## src/rtl/demux4_reg.sv

```systemverilog
// demux4_reg: routes a valid/ready input word to one of four lanes by sel.
// Each lane is a one-entry holding register with its own valid/ready handshake.
module demux4_reg #(
  parameter int WIDTH = 4
) (
  input  logic                 clk,
  input  logic                 rst,
  input  logic [1:0]           sel,
  input  logic [WIDTH-1:0]     in_data,
  input  logic                 in_valid,
  output logic                 in_ready,
  output logic [4*WIDTH-1:0]   out_data,
  output logic [3:0]           out_valid,
  input  logic [3:0]           out_ready,
  output logic [7:0]           accept_cnt
);

  logic [WIDTH-1:0] data_q [4];
  logic [WIDTH-1:0] data_d [4];
  logic [3:0]       valid_q;
  logic [3:0]       valid_d;
  logic [7:0]       cnt_q;
  logic [7:0]       cnt_d;
  logic             load;

  // A lane may take a new word when empty or when it drains on the same edge.
  always_comb begin
    in_ready = !valid_q[sel] | out_ready[sel];
    load     = in_valid & in_ready;
    data_d   = data_q;
    valid_d  = valid_q & ~out_ready;
    cnt_d    = cnt_q;
    if (load) begin
      data_d[sel]  = in_data;
      valid_d[sel] = 1'b1;
      cnt_d        = cnt_q + 8'd1;
    end
  end

  always_ff @(posedge clk or posedge rst) begin
    if (rst) begin
      for (int i = 0; i < 4; i++) begin
        data_q[i] <= '0;
      end
      valid_q <= 4'b0000;
      cnt_q   <= 8'd0;
    end else begin
      for (int i = 0; i < 4; i++) begin
        data_q[i] <= data_d[i];
      end
      valid_q <= valid_d;
      cnt_q   <= cnt_d;
    end
  end

  for (genvar n = 0; n < 4; n++) begin : g_lane
    assign out_data[n*WIDTH +: WIDTH] = data_q[n];
  end

  assign out_valid  = valid_q;
  assign accept_cnt = cnt_q;

endmodule

```

## config.mk

```make
export PLATFORM = sky130hd
export DESIGN_NAME = demux4_reg
export DESIGN_NICKNAME = d
export VERILOG_FILES = /design/src/rtl/demux4_reg.sv
export SDC_FILE = /design/constraint.sdc
export NUM_CORES = 1
export LEC_CHECK = 0
export CAP_MARGIN = 20
export CELL_PAD_IN_SITES_DETAIL_PLACEMENT = 0
export CELL_PAD_IN_SITES_GLOBAL_PLACEMENT = 2
export CORE_MARGIN = 3
export CORE_UTILIZATION = 28
export CTS_CLUSTER_SIZE = 25
export DETAILED_ROUTE_END_ITERATION = 16
export PLACE_DENSITY = 0.86
export SLEW_MARGIN = 20
export SYNTH_ARGS = -nofsm -noshare
export SYNTH_HDL_FRONTEND = slang
export SYNTH_SLANG_ARGS = --single-unit
```

## constraint.sdc

```tcl
create_clock -name clk -period 1.7 [get_ports clk]
set_input_delay 0.51 -clock clk [delete_from_list [all_inputs] [get_ports clk]]
set_output_delay 0.51 -clock clk [all_outputs]
set_load 0.05 [all_outputs]
```

==> reports/metrics.csv <==
stage,metric,value,unit
status,status,"complete, but fails checks",
status,violations,negative setup slack,
yosys,synth_sequential_area_ratio,58.5,%
hold_path,hp-start,accept_cnt[7]$_DFFE_PP0P_,
floorplan,die_x,71.4,um
power_and_ir_drop,pwr-share-seq,33.5,%
critical_path,rrSetupSlack,0.06,ns
clock_network,holdBufCountCts,0,
yosys,ys_warn_count,0,
power_and_ir_drop,power_frac_comb,53.7,%
timing,finClkSkew,0.00262,ns
final_layout,syn_to_final_growth,84.3,%
critical_path,cp.required,1.19,ns
clock_network,cts-buffers-inserted,3,
critical_path,cp_max_fo,5,
critical_path,worst_setup_path_end_kind,output port,
global_routing,gr-usage-met3,5.33,%
power_and_ir_drop,pwr-share-clk,12.7,%
drt,drc,0,
hold_path,worst_hold_path_type,register to register,
floorplan,start_util,29.5,%
timing,rsz0062_at_grt,yes,
critical_path,max_stage_delay,0.37,ns
drt,via_per_inst,4.60,
critical_path,crit_chain,buf_6 > buf_6 > and4b_4 > nor4_4 > buf_12,
clock_network,clock_latency,0.27,ns
floorplan,ioPinCount,42,
hold_path,whs_path_depth,1,
critical_path,critPathKind,input port to output port,
clock_network,root_buffer,clkbuf_8,
clock_network,clk_pin_slew,0.09,ns
final_layout,fin_area,2210,um2
final_layout,final-seq-area,703,um2
critical_path,arrival,1.46,ns
global_routing,met2_usage,20.4,%
timing,whs,0.523,ns
global_routing,grt_max_degree,17,
run,max_cap_violations,0,
critical_path,reg2reg_depth,6,
power_and_ir_drop,total_power,0.00315,W
clock_network,cts_tree,built,
critical_path,worstReg2RegEnd,accept_cnt[3]$_DFFE_PP0P_,
drt,vias,911,
timing,drv_slew,0,
final_layout,nets,163,
yosys,ys_types,26,
global_routing,grt_pass1_wl,5130,um
clock_network,htreeDepth,1,
timing,finalCritPeriodShare,116,%
drt,totalWireLength,2990,um
global_routing,antenna_found_initial,0,
critical_path,critPathTopFamily,simple AND/OR/NAND/NOR gates,
timing,max_clock_freq,508,MHz
hold_path,min_to,accept_cnt[7]$_DFFE_PP0P_,
critical_path,slowest_stage,nor4_4,
final_layout,multi_input_area,539,um2
drt,drt_iter0_drc,13,
power_and_ir_drop,p_leak,0.982,nW
timing,setup_ws,-0.270,ns
placed_design,port_buffers,41,
yosys,avgSynthCellArea,13.8,um2
floorplan,placementRows,23,
drt,post_drt_wl_per_cell,15.1,um
drt,antenna_left,0,
timing,tightest_slew,0.369,ns
placed_design,hpwlAfterDp,2380,um
yosys,syn-cell-area,1200,um2
timing,relSlewSlack,75.0,%
placed_design,routabilityCongestion,0.748,
clock_network,cts.sinks,28,
drt,drt_first_pass_iters,2,
timing,period_minus_slack,1.97,ns
critical_path,r2r-start,out_valid[3]$_DFF_PP0_,
power_and_ir_drop,vdd.ir_drop.worst,644,uV
clock_network,clock_path_buffers,2,
yosys,syn-instance-count,87,
yosys,ys_ff_latch,28,
critical_path,critical_path_buf_inv_count,3,
timing,finalHoldViolations,0,
yosys,syn_nets,101,
critical_path,path_common_cell,buf_6,
global_routing,grtUsageMet1,15.5,%
critical_path,start_kind,input port,
floorplan,die_y,71.4,um
final_layout,drive_gt1_share,57.4,%
global_routing,grt-busiest-layer,met2,
power_and_ir_drop,switching_share,39.6,%
placed_design,place_area,2060,um2
power_and_ir_drop,power_switching,0.00125,W
global_routing,track_usage,12.9,%
final_layout,num-fill-cells,339,
global_routing,grt.overflow.total,0,
global_routing,first_global_vias,1014,
power_and_ir_drop,pwr_density_cell,1430,nW/um2
timing,setup_violations,1,
final_layout,antennaDiodeCount,0,
floorplan,core,4060,um2
power_and_ir_drop,intPower,0.00190,W
floorplan,die_area,5100,um2
-- cells in the mapped netlist --
master | instances | area [um2]
buf_2 | 1 | 5.00
or4b_1 | 1 | 10.0
nor3_1 | 1 | 5.00
and2_1 | 1 | 6.26
nand2b_1 | 3 | 18.8
nand4_1 | 2 | 12.5
mux2_4 | 1 | 15.0
nor2b_1 | 3 | 18.8
clkbuf_1 | 1 | 3.75
dfrtp_1 | 28 | 701
ha_1 | 1 | 12.5
mux2_2 | 16 | 180
nand2_2 | 1 | 6.26
o21ai_0 | 1 | 5.00
nor4bb_1 | 1 | 10.0
nor4b_1 | 1 | 8.76
and3_1 | 3 | 18.8
and4bb_2 | 1 | 12.5
nor4_4 | 1 | 21.3
nand3_1 | 6 | 30.0
or2_2 | 1 | 6.26
and4b_4 | 1 | 13.8
inv_1 | 1 | 3.75
xnor2_1 | 7 | 61.3
nand2_1 | 2 | 7.51
nor2_1 | 1 | 3.75
-- stage by stage --
| step | instances | setup TNS [ns] | utilization (%) | worst slack (ns) |
|---|---|---|---|---|
| floorplan | 87 | -3.74 | - | -0.506 |
| global placement | 190 | -11.16 | 50.8 | -0.690 |
| detailed placement | 190 | -12.15 | 50.8 | -0.759 |
| CTS | 197 | -0.267 | 53.4 | -0.267 |
| global route | 198 | -0.321 | 54.4 | -0.310 |
| finish | 198 | -0.270 | 54.4 | -0.270 |
-- sequential cells by signal, indices dropped and copies added, names as in the netlist --
name,count
out_valid,4
out_data,16
accept_cnt,8
-- worst reg2reg max path, stage by stage, from the launching register on --
cell,delay (ns)
dfrtp_1,0.39
and4b_4,0.20
nor4_4,0.37
buf_4,0.21
buf_6,0.12
nand3_2,0.08
xnor2_1,0.19
-- power groups by stage --
stage                     clock network, W  registers, W  logic [W]
after floorplan                          0       0.00153   0.000257
after global routing              0.000452       0.00108    0.00175
after detailed placement                 0       0.00107    0.00166
after CTS                         0.000418       0.00106    0.00167
final                             0.000402       0.00106    0.00169
after global placement                   0       0.00106    0.00164
-- how the worst max path moves through the flow --
stage                            from                   endpoint  slack (ns)  depth (start not counted)
3_5_place_dp                   sel[1]                   in_ready       -0.76                          5
3_3_place_gp                   sel[1]                   in_ready       -0.69                          5
6_report                       sel[0]                   in_ready       -0.27                          5
2_1_floorplan  out_valid[2]$_DFF_PP0_  accept_cnt[1]$_DFFE_PP0P_       -0.51                          4
4_1_cts                        sel[0]                   in_ready       -0.27                          5
5_1_grt                        sel[0]                   in_ready       -0.31                          5
-- layer usage --
layer | wire length [um] | up-vias
li1 | - | 427
met1 | 1150 | 446
met2 | 1510 | 32
met3 | 278 | 6
met4 | 51 | 0
met5 | 0 | -
-- cells in the final DEF (no fill, tap or decap), types with 2 or more instances in the layout --
master / instances
and3_1: 3
buf_12: 29
buf_4: 14
buf_6: 5
clkbuf_8: 4
clkdlybuf4s50_1: 5
dfrtp_1: 26
dfrtp_2: 2
dlygate4sd2_1: 4
mux2_2: 16
nand2_1: 2
nand2b_1: 3
nand3_1: 3
nand3_2: 2
nand4_1: 2
nor2b_1: 3
xnor2_1: 6
-- cell type report --
cell class                      count  share of cell area [%]
Multi-Input combinational cell     56                    24.4
Tap cell                           50                    2.83
Clock buffer                        4                    2.49
Sequential cell                    28                    31.9
Timing Repair Buffer               59                    38.2
Inverter                            1                   0.170
-- repair_timing --
| item | CTS | global route |
|---|---|---|
| setup endpoints to repair | 22 | 3 |
| hold endpoints to repair | 0 | 0 |
| pin swaps | 4 | 3 |
| setup buffers | 4 | 1 |
| gates resized for setup | 23 | 6 |
| cloned | 0 | 0 |
-- logic make-up (layout without fill, tap and decap cells) --
family                     after synthesis  after routing  synth area share (%)
and+or+nand+nor                         30             30                  17.6
DFF                                     28             28                  58.5
muxes                                   17             17                  16.3
xor gates and xnor gates                 7              7                  5.12
buffers and inverters                    3             64                  1.04
adders and majority gates                1              1                  1.04
AOI/OAI and AO/OA                        1              1                 0.418
(Power assumes the default switching activity.)
==> RTL change: new RTL, same settings <==
Put one more register stage on the output `accept_cnt`, with the module's reset. The value now appears one clock later. The other outputs are not delayed to match.
--- a/src/rtl/demux4_reg.sv
+++ b/src/rtl/demux4_reg.sv
@@ -59,5 +59,11 @@
 
   assign out_valid  = valid_q;
-  assign accept_cnt = cnt_q;
+  always_ff @(posedge clk or posedge rst) begin
+    if (rst) begin
+      accept_cnt <= '0;
+    end else begin
+      accept_cnt <= cnt_q;
+    end
+  end
 
 endmodule
Function: changed (Yosys sat finds a counterexample within 4 cycles, from zero or initial values and one cycle with rst high).
==> RTL change against the unedited design <==
  * The flow still finishes with violations (negative setup slack)
  * Wire length up 7.4%
  * Sequential share of layout area increased by 4.9 points
  * Total power increased by 15%
  * Sequential cell count up 8
  * Setup slack improved by 0.054 ns
  * Non-clock buffer count unchanged
  * Area after synthesis increased by 18%
  * Register-to-register slack improved by 0.04 ns
  * Final area increased by 12%
  * Largest power group unchanged
==> RTL change: results (changes against the unedited design) <==
Final Non-Filler Cells: 232 (+17%)
Vias in the first global route: 1,131 (+12%)
Worst setup margin: -0.216 ns (+0.0540 ns)
Comb pwr share: 45.9% (-7.8 points)
Cell Count Post-Placement: 221 (+16%)
Area of placed instances: 2300 um2 (+12%)
Ranking of synthesized cells by area: dfrtp_1 64%, mux2_2 13%, xnor2_1 4.3%
Status: finished with violations
TritonCTS Buffers: 5 (+2)
Max IR drop VDD: 489 uV (-24%)
R2R setup slack: 0.10 ns (+0.04 ns)
Sequential share of the synthesized area: 63.7% (+5.2 points)
Arrival time at the worst endpoint: 1.41 ns (-0.05 ns)
Share of layout cells above drive strength 1: 53.3% (-4.1 points)
Routability cong.: 0.754 (+0.76%)
Number of setup violations in the final report: 1 (unchanged)
DR vias: 998 (+9.5%)
Power share of the clock group: 16.8% (+4.1 points)
First-pass GRT wire length: 5600 um (+9.0%)
Hold path depth: 0 (-1)
Number of H-tree levels: 2 (+1)
Worst slew margin: 78.3% (+3.3 points)
First DRT Iteration DRCs: 79 (+66)
Fill cells: 412 (+22%)
Commonest cells in the synthesized netlist: 36 x dfrtp_1, 16 x mux2_2, 9 x nand2_1, 7 x xnor2_1, 4 x nand3_1
Clk_skew: 0.00220 ns (-0.000424 ns)
Setup TNS: -0.216 ns (+0.0540 ns)
Nets: 178 (+9.2%)
Dpl ws: -0.710 ns (+0.0490 ns)
Reg2reg start: out_valid[1]
Worst hold endpoint: accept_cnt[7]
HPWL after DPL: 2590 um (+8.6%)
Pre-Repair DR Iteration Count: 3 (+1)
NetSw: 1.34 mW (+7.5%)
CP startpoint: out_ready[0]
Failing checks: negative setup slack
Min Hold Slack: 0.403 ns (-0.120 ns)
CP Max Fanout: 2 (-3)
GR Util All Layers: 12.1% (-0.74 points)
FF-to-FF End: cnt_q[1]
Complex-gate fraction of the synthesized area: 0% (-0.42 points)
RTL change: layer usage:
metal  vias up  wire, um  GRT usage [%]
li1        470         -              -
met1       501      1380           14.7
met4         0        57           5.34
met2        20      1630           19.9
met3         7       147           3.64
met5         -         0              0
RTL change: final cells by class:
cell class	instances	area share (%)
flip-flops and latches	36	36.8
repair buffers	59	33.6
multi-input cells	60	22.2
well taps	67	3.40
clock buffers	6	3.35
clock inverters	2	0.406
inverters	2	0.305
RTL change: worst max-delay path: stages:
cell and delay, ns:
dlygate4sd2_1 0.28, nor4b_4 0.08, nor4_4 0.36, buf_12 0.18
RTL change: logic make-up (layout without fill, tap and decap cells):
logic type                 Yosys count  count (layout)
xor gates and xnor gates             7               7
adders and majority gates            1               1
DFF                                 36              36
buffers and inverters                5              69
muxes                               17              17
and+or+nand+nor                     35              35
RTL change: what timing repair did:
action / 4_1_cts / 5_1_grt
setup buffers: 1 / 2
endpoints found under the setup margin: 26 / 14
gates resized for setup: 23 / 6
pin swaps: 2 / 1
